`config.mk`:
```
export PLATFORM = sky130hd
export DESIGN_NAME = ddr_axi_burst_master
export DESIGN_NICKNAME = d
export VERILOG_FILES = /design/src/rtl/ddr_axi_burst_master.sv
export SDC_FILE = /design/constraint.sdc
export NUM_CORES = 1
export LEC_CHECK = 0
export ABC_CLOCK_PERIOD_IN_PS = 3300
export CAP_MARGIN = 30
export CORE_MARGIN = 10
export CORE_UTILIZATION = 40
export CTS_BUF_LIST = sky130_fd_sc_hd__clkbuf_8
export DETAILED_ROUTE_END_ITERATION = 8
export PLACE_DENSITY = 0.78
export RECOVER_POWER = 25
export SLEW_MARGIN = 25
export SYNTH_ARGS = -nofsm -noshare
export SYNTH_HDL_FRONTEND = slang
export SYNTH_SLANG_ARGS = --single-unit
```
`constraint.sdc`:
```
create_clock -name ACLK -period 3.3 [get_ports ACLK]
set_input_delay 0.33 -clock ACLK [delete_from_list [all_inputs] [get_ports ACLK]]
set_output_delay 0.33 -clock ACLK [all_outputs]
set_load 0.02 [all_outputs]
```
`src/rtl/ddr_axi_burst_master.sv`:
```
// Single-outstanding AXI burst master: one 4-beat, 32-bit write or read per command.
// Define DDR_AXI_MASTER_TIMEOUT_EN to add an 8-bit watchdog that aborts a stalled burst.
module ddr_axi_burst_master (
    input  logic         ACLK,
    input  logic         ARESET,
    input  logic         cmd_valid,
    output logic         cmd_ready,
    input  logic         cmd_write,
    input  logic [31:0]  cmd_addr,
    input  logic [127:0] cmd_wdata,
    output logic         rsp_valid,
    output logic [127:0] rsp_rdata,
    output logic         rsp_err,
    output logic [31:0]  M0_AWADDR,
    output logic [3:0]   M0_AWLEN,
    output logic         M0_AWVALID,
    input  logic         M0_AWREADY,
    output logic [31:0]  M0_WDATA,
    output logic [3:0]   M0_WSTRB,
    output logic         M0_WLAST,
    output logic         M0_WVALID,
    input  logic         M0_WREADY,
    input  logic [1:0]   M0_BRESP,
    input  logic         M0_BVALID,
    output logic         M0_BREADY,
    output logic [31:0]  M0_ARADDR,
    output logic [3:0]   M0_ARLEN,
    output logic         M0_ARVALID,
    input  logic         M0_ARREADY,
    input  logic [31:0]  M0_RDATA,
    input  logic [1:0]   M0_RRESP,
    input  logic         M0_RLAST,
    input  logic         M0_RVALID,
    output logic         M0_RREADY
);

    localparam logic [2:0] IDLE = 3'd0;
    localparam logic [2:0] AW   = 3'd1;
    localparam logic [2:0] W    = 3'd2;
    localparam logic [2:0] B    = 3'd3;
    localparam logic [2:0] AR   = 3'd4;
    localparam logic [2:0] R    = 3'd5;

    logic [2:0]   state_q, state_d;
    logic [31:0]  addr_q, addr_d;
    logic [127:0] data_q, data_d;
    logic [127:0] rdata_q, rdata_d;
    logic [1:0]   cnt_q, cnt_d;
    logic         err_q, err_d;
    logic         rsp_valid_q, rsp_valid_d;
    logic         rsp_err_q, rsp_err_d;
    logic         aw_hs, w_hs, b_hs, ar_hs, r_hs;

    // Hold off new commands during the response pulse so a new burst starts a cycle later.
    assign cmd_ready  = (state_q == IDLE) && !rsp_valid_q;

    assign M0_AWVALID = (state_q == AW);
    assign M0_AWADDR  = addr_q;
    assign M0_AWLEN   = M0_AWVALID ? 4'd3 : 4'd0;
    assign M0_WVALID  = (state_q == W);
    assign M0_WDATA   = data_q[{cnt_q, 5'd0} +: 32];
    assign M0_WSTRB   = M0_WVALID ? 4'hF : 4'h0;
    assign M0_WLAST   = M0_WVALID && (cnt_q == 2'd3);
    assign M0_BREADY  = (state_q == B);
    assign M0_ARVALID = (state_q == AR);
    assign M0_ARADDR  = addr_q;
    assign M0_ARLEN   = M0_ARVALID ? 4'd3 : 4'd0;
    assign M0_RREADY  = (state_q == R);

    assign rsp_valid  = rsp_valid_q;
    assign rsp_err    = rsp_err_q;
    assign rsp_rdata  = rdata_q;

    assign aw_hs = M0_AWVALID && M0_AWREADY;
    assign w_hs  = M0_WVALID && M0_WREADY;
    assign b_hs  = M0_BREADY && M0_BVALID;
    assign ar_hs = M0_ARVALID && M0_ARREADY;
    assign r_hs  = M0_RREADY && M0_RVALID;

`ifdef DDR_AXI_MASTER_TIMEOUT_EN
    logic [7:0] wd_q, wd_d;
    logic       any_hs;
    assign any_hs = aw_hs || w_hs || b_hs || ar_hs || r_hs;
`endif

    always_comb begin
        state_d     = state_q;
        addr_d      = addr_q;
        data_d      = data_q;
        rdata_d     = rdata_q;
        cnt_d       = cnt_q;
        err_d       = err_q;
        rsp_valid_d = 1'b0;
        rsp_err_d   = 1'b0;
        case (state_q)
            IDLE: begin
                if (cmd_valid && cmd_ready) begin
                    state_d = cmd_write ? AW : AR;
                    addr_d  = cmd_addr;
                    // Reads start from a zeroed buffer so unreceived beats read back as 0.
                    data_d  = cmd_write ? cmd_wdata : '0;
                    cnt_d   = 2'd0;
                    err_d   = 1'b0;
                end
            end
            AW: if (aw_hs) state_d = W;
            W: begin
                if (w_hs) begin
                    cnt_d = cnt_q + 2'd1;
                    if (cnt_q == 2'd3) state_d = B;
                end
            end
            B: begin
                if (b_hs) begin
                    state_d     = IDLE;
                    rsp_valid_d = 1'b1;
                    rsp_err_d   = (M0_BRESP != 2'b00);
                end
            end
            AR: if (ar_hs) state_d = R;
            R: begin
                if (r_hs) begin
                    data_d[{cnt_q, 5'd0} +: 32] = M0_RDATA;
                    err_d = err_q || (M0_RRESP != 2'b00);
                    cnt_d = cnt_q + 2'd1;
                    if ((cnt_q == 2'd3) || M0_RLAST) begin
                        state_d     = IDLE;
                        rsp_valid_d = 1'b1;
                        rsp_err_d   = err_d || (cnt_q != 2'd3) || !M0_RLAST;
                        rdata_d     = data_d;
                        cnt_d       = 2'd0;
                    end
                end
            end
            default: state_d = IDLE;
        endcase
`ifdef DDR_AXI_MASTER_TIMEOUT_EN
        wd_d = (state_q == IDLE || any_hs) ? 8'd0 : wd_q + 8'd1;
        // 255th consecutive cycle without a handshake: abort and report an error.
        if (state_q != IDLE && !any_hs && wd_q == 8'd254) begin
            state_d     = IDLE;
            rsp_valid_d = 1'b1;
            rsp_err_d   = 1'b1;
            cnt_d       = 2'd0;
            wd_d        = 8'd0;
        end
`endif
    end

    always_ff @(posedge ACLK) begin
        if (ARESET) begin
            state_q     <= IDLE;
            addr_q      <= '0;
            data_q      <= '0;
            rdata_q     <= '0;
            cnt_q       <= '0;
            err_q       <= 1'b0;
            rsp_valid_q <= 1'b0;
            rsp_err_q   <= 1'b0;
`ifdef DDR_AXI_MASTER_TIMEOUT_EN
            wd_q        <= '0;
`endif
        end else begin
            state_q     <= state_d;
            addr_q      <= addr_d;
            data_q      <= data_d;
            rdata_q     <= rdata_d;
            cnt_q       <= cnt_d;
            err_q       <= err_d;
            rsp_valid_q <= rsp_valid_d;
            rsp_err_q   <= rsp_err_d;
`ifdef DDR_AXI_MASTER_TIMEOUT_EN
            wd_q        <= wd_d;
`endif
        end
    end

endmodule

```
==> results of run 1 <==
-- synth_stat cells, types with 46 or more instances --
| cell | instances | area (µm²) |
|---|---|---|
| sky130_fd_sc_hd__dfxtp_1 | 296 | 5930 |
| sky130_fd_sc_hd__nand2_1 | 230 | 863 |
| sky130_fd_sc_hd__nor2_1 | 175 | 657 |
| sky130_fd_sc_hd__nand3_1 | 130 | 651 |
| sky130_fd_sc_hd__clkbuf_1 | 125 | 469 |
| sky130_fd_sc_hd__inv_1 | 106 | 398 |
| sky130_fd_sc_hd__o21ai_0 | 89 | 445 |
| sky130_fd_sc_hd__a31oi_1 | 88 | 551 |
| sky130_fd_sc_hd__a21oi_1 | 69 | 345 |
| sky130_fd_sc_hd__nor3_1 | 67 | 335 |
| sky130_fd_sc_hd__o32ai_1 | 61 | 534 |
| sky130_fd_sc_hd__buf_2 | 48 | 240 |
| sky130_fd_sc_hd__buf_4 | 46 | 345 |
-- critical path: cells and delay by family (launching register included) --
kind     cells  cell delay (ns)
buf+inv      2             1.09
mux          1             0.64
flops        1             0.49
-- cell type report --
class / instances / area [µm²]
fill: 3173 / 15700
multi-input combinational: 1160 / 7030
sequential: 296 / 5930
timing repair buffer: 479 / 4860
clock buffer: 67 / 922
tap: 461 / 577
inverter: 107 / 403
clock inverter: 24 / 136
antenna: 9 / 22.5
-- kinds of logic after synthesis --
family | share of synthesized area [%]
simple gates | 18.6
other cells | 0.0260
flops | 41.1
mux | 5.15
compound gates | 24.1
buf+inv | 10.5
fa+ha+maj | 0.521
-- flip-flops by register name, indices dropped and copies added (netlist names) --
signal     flops
data_q       128
rsp_rdata    128
M0_ARADDR     32
state_q        3
cnt_q          2
err_q          1
rsp_err        1
rsp_valid      1
-- power by group --
group / switching, mW / internal, mW
clock network: 1.59 / 1.89
logic: 2.70 / 1.97
registers: 0.761 / 4.25
total: 5.05 / 8.12
-- worst paths after layout --
| check | from | endpoint | slack, ns | cells after the start |
|---|---|---|---|---|
| setup / recovery | cnt_q[0] | M0_WDATA[21] | 0.14 | 3 |
| hold / removal | cmd_write | data_q[11] | 0.27 | 3 |
| setup reg to reg | cnt_q[0] | data_q[85] | 0.40 | 7 |
| hold reg to reg | rsp_rdata[12] | rsp_rdata[12] | 0.45 | 2 |
-- per-layer routing --
layer / vias up / GRT usage, % / share of wire (%)
li1: 7010 / - / -
met1: 7424 / 37.2 / 42
met2: 976 / 40.5 / 44
met3: 104 / 8.46 / 12
met4: 0 / 9.28 / 2.5
met5: - / 0 / 0
==> results summary, run 1 <==
The slowest stage of the critical path belongs to the cell sky130_fd_sc_hd__mux4_2. For this run, the register share of the synthesized area comes to 41.1%. The startpoint class of the critical path is a flip-flop. Before CTS, the worst setup slack after placement is 0.442 ns. The aggregate global routing overflow is 0.

The peak supply drop came out at 0.364 mV. The routed wire length per instance is 24.7 µm. The number of enable-type register cells in the synthesized netlist is 0. Traced cell by cell, the critical path runs through buf_4 > mux4_2 > clkdlybuf4s50_1. The tree is rooted in a sky130_fd_sc_hd__clkbuf_8. The fraction of synthesis flops using an asynchronous set or reset pin came out at 0%. The run finished with clean final reports. The worst-case clock skew came out at 0.0266 ns. Buffers placed on the I/O ports in this run total 446.

The per-cell via count in the routed design came out at 5.96. The path class of the tightest hold or removal check is primary input to flip-flop. The effective utilization at floorplan came out at 40.5%.

The core area is 0.0356 mm². The initial antenna violation count is 8. The area after detailed placement came out at 0.0188 mm².

Setup repair after global routing left no endpoint under its margin. The count of routing violations after the opening detailed-route iteration came out at 2049. Summed over all layers, the routed wires come to 64.4 mm. The number of levels in the clock H-tree is 2.

The non-filler instance count after layout is 2603. Power spread over the standard cell area amounts to 662 mW/mm². The number of storage elements in the synthesis netlist is 296. The synthesis-to-finish area growth came out at 38.0%. The number of setup violations in the final report is 0.

The count of pins on the block boundary came out at 451. The cell area after layout is 0.0199 mm². In the final timing run, aggregate negative setup slack is 0 ns. The via count is 15500. The library cell used most frequently in the layout, excluding fill and tap cells, is sky130_fd_sc_hd__clkdlybuf4s50_1. The required time at the worst-slack endpoint is 2.97 ns. The floorplan has 69 rows. The global-route wire length before repair is 95.5 mm.

The area of the die is 0.0440 mm². The aggregate global-route resource usage is 27.5%. The routability-driven placement congestion ratio came out at 1.00. The most instantiated flip-flop cell in the synthesis netlist is sky130_fd_sc_hd__dfxtp_1.

The headroom to the max-slew limit is 38.2%. In the layout the commonest cells are sky130_fd_sc_hd__clkdlybuf4s50_1, sky130_fd_sc_hd__dfxtp_1, sky130_fd_sc_hd__nand2_1. The number of global-route vias before repair is 14700.

The analysis attributes to cell leakage a power of 7.72 nW. The tool flagged a number of max-cap violations equal to 0. The vertical die dimension is 210 µm. The critical path is of the flip-flop to output port type.

The data arrival time of the critical path came out at 2.83 ns. The detailed-placement wirelength estimate came out at 46.0 mm. Entering global routing, the biggest net connects 162 pins. The number of buffers added for setup after CTS is 0. Summing internal, switching and leakage power gives 13.2 mW. Static timing analysis puts the maximum clock frequency at 317 MHz.

The remaining antenna violation count is 0. The total placed cells including tap cells is 2503. The share of post-route cells with drive strength above 1 is 7.55%.

The cts-stage hold buffer count is 0. STA classifies the critical path endpoint as an output port. The final number of max-transition violations was 0. Synthesis produced 1791 cells. The critical path's largest stage delay came out at 0.64 ns. The count of cells resized by post-cts repair is 0. The number of failing hold endpoints at the final stage came out at 0. The number of clock sinks came out at 296. The maximum net fanout on the critical path is 36. The clock latency of the later-clocked register in the worst-skew pair came out at 0.60 ns. The per-instance average area after synthesis came out at 8.04 µm². The TritonCTS clock tree is done.

In the final design database the tool counted 2309 nets. The Yosys warning count came out at 0. After synthesis, the netlist uses 52 different library cells. Before antenna repair, the detailed router went through 6 iterations. At the pin with the least slew margin, the transition time is 0.927 ns. The slack of the critical path is 0.145 ns.

The maximum clock insertion buffer count is 3. The final period demand of the worst path is 3.16 ns. Buffers inserted during clock tree synthesis total 53. The clock transition at the register clock pins on the worst setup and hold paths after CTS came out at 0.06 ns.

Summing every instance area after synthesis gives 0.0144 mm². The ratio of final minimum period to clock period came out at 95.6%. The fraction of the core area covered by cells at the end of the flow is 55.9%.

The count of unresolved DRC violations after routing is 0. Hold is met by 0.272 ns. The die width came out at 210 µm.
No activity file was read; power rests on OpenSTA's default activity.
==> run 2: changes to the inputs <==
--- a/config.mk
+++ b/config.mk
@@ -10,6 +10,7 @@
 export CORE_MARGIN = 10
 export CORE_UTILIZATION = 40
 export CTS_BUF_LIST = sky130_fd_sc_hd__clkbuf_8
+export CTS_CLUSTER_SIZE = 24
 export DETAILED_ROUTE_END_ITERATION = 8
 export PLACE_DENSITY = 0.78
 export RECOVER_POWER = 25
==> results of run 2 <==
The final DEF is identical to that of run 1; final timing and power are the same.
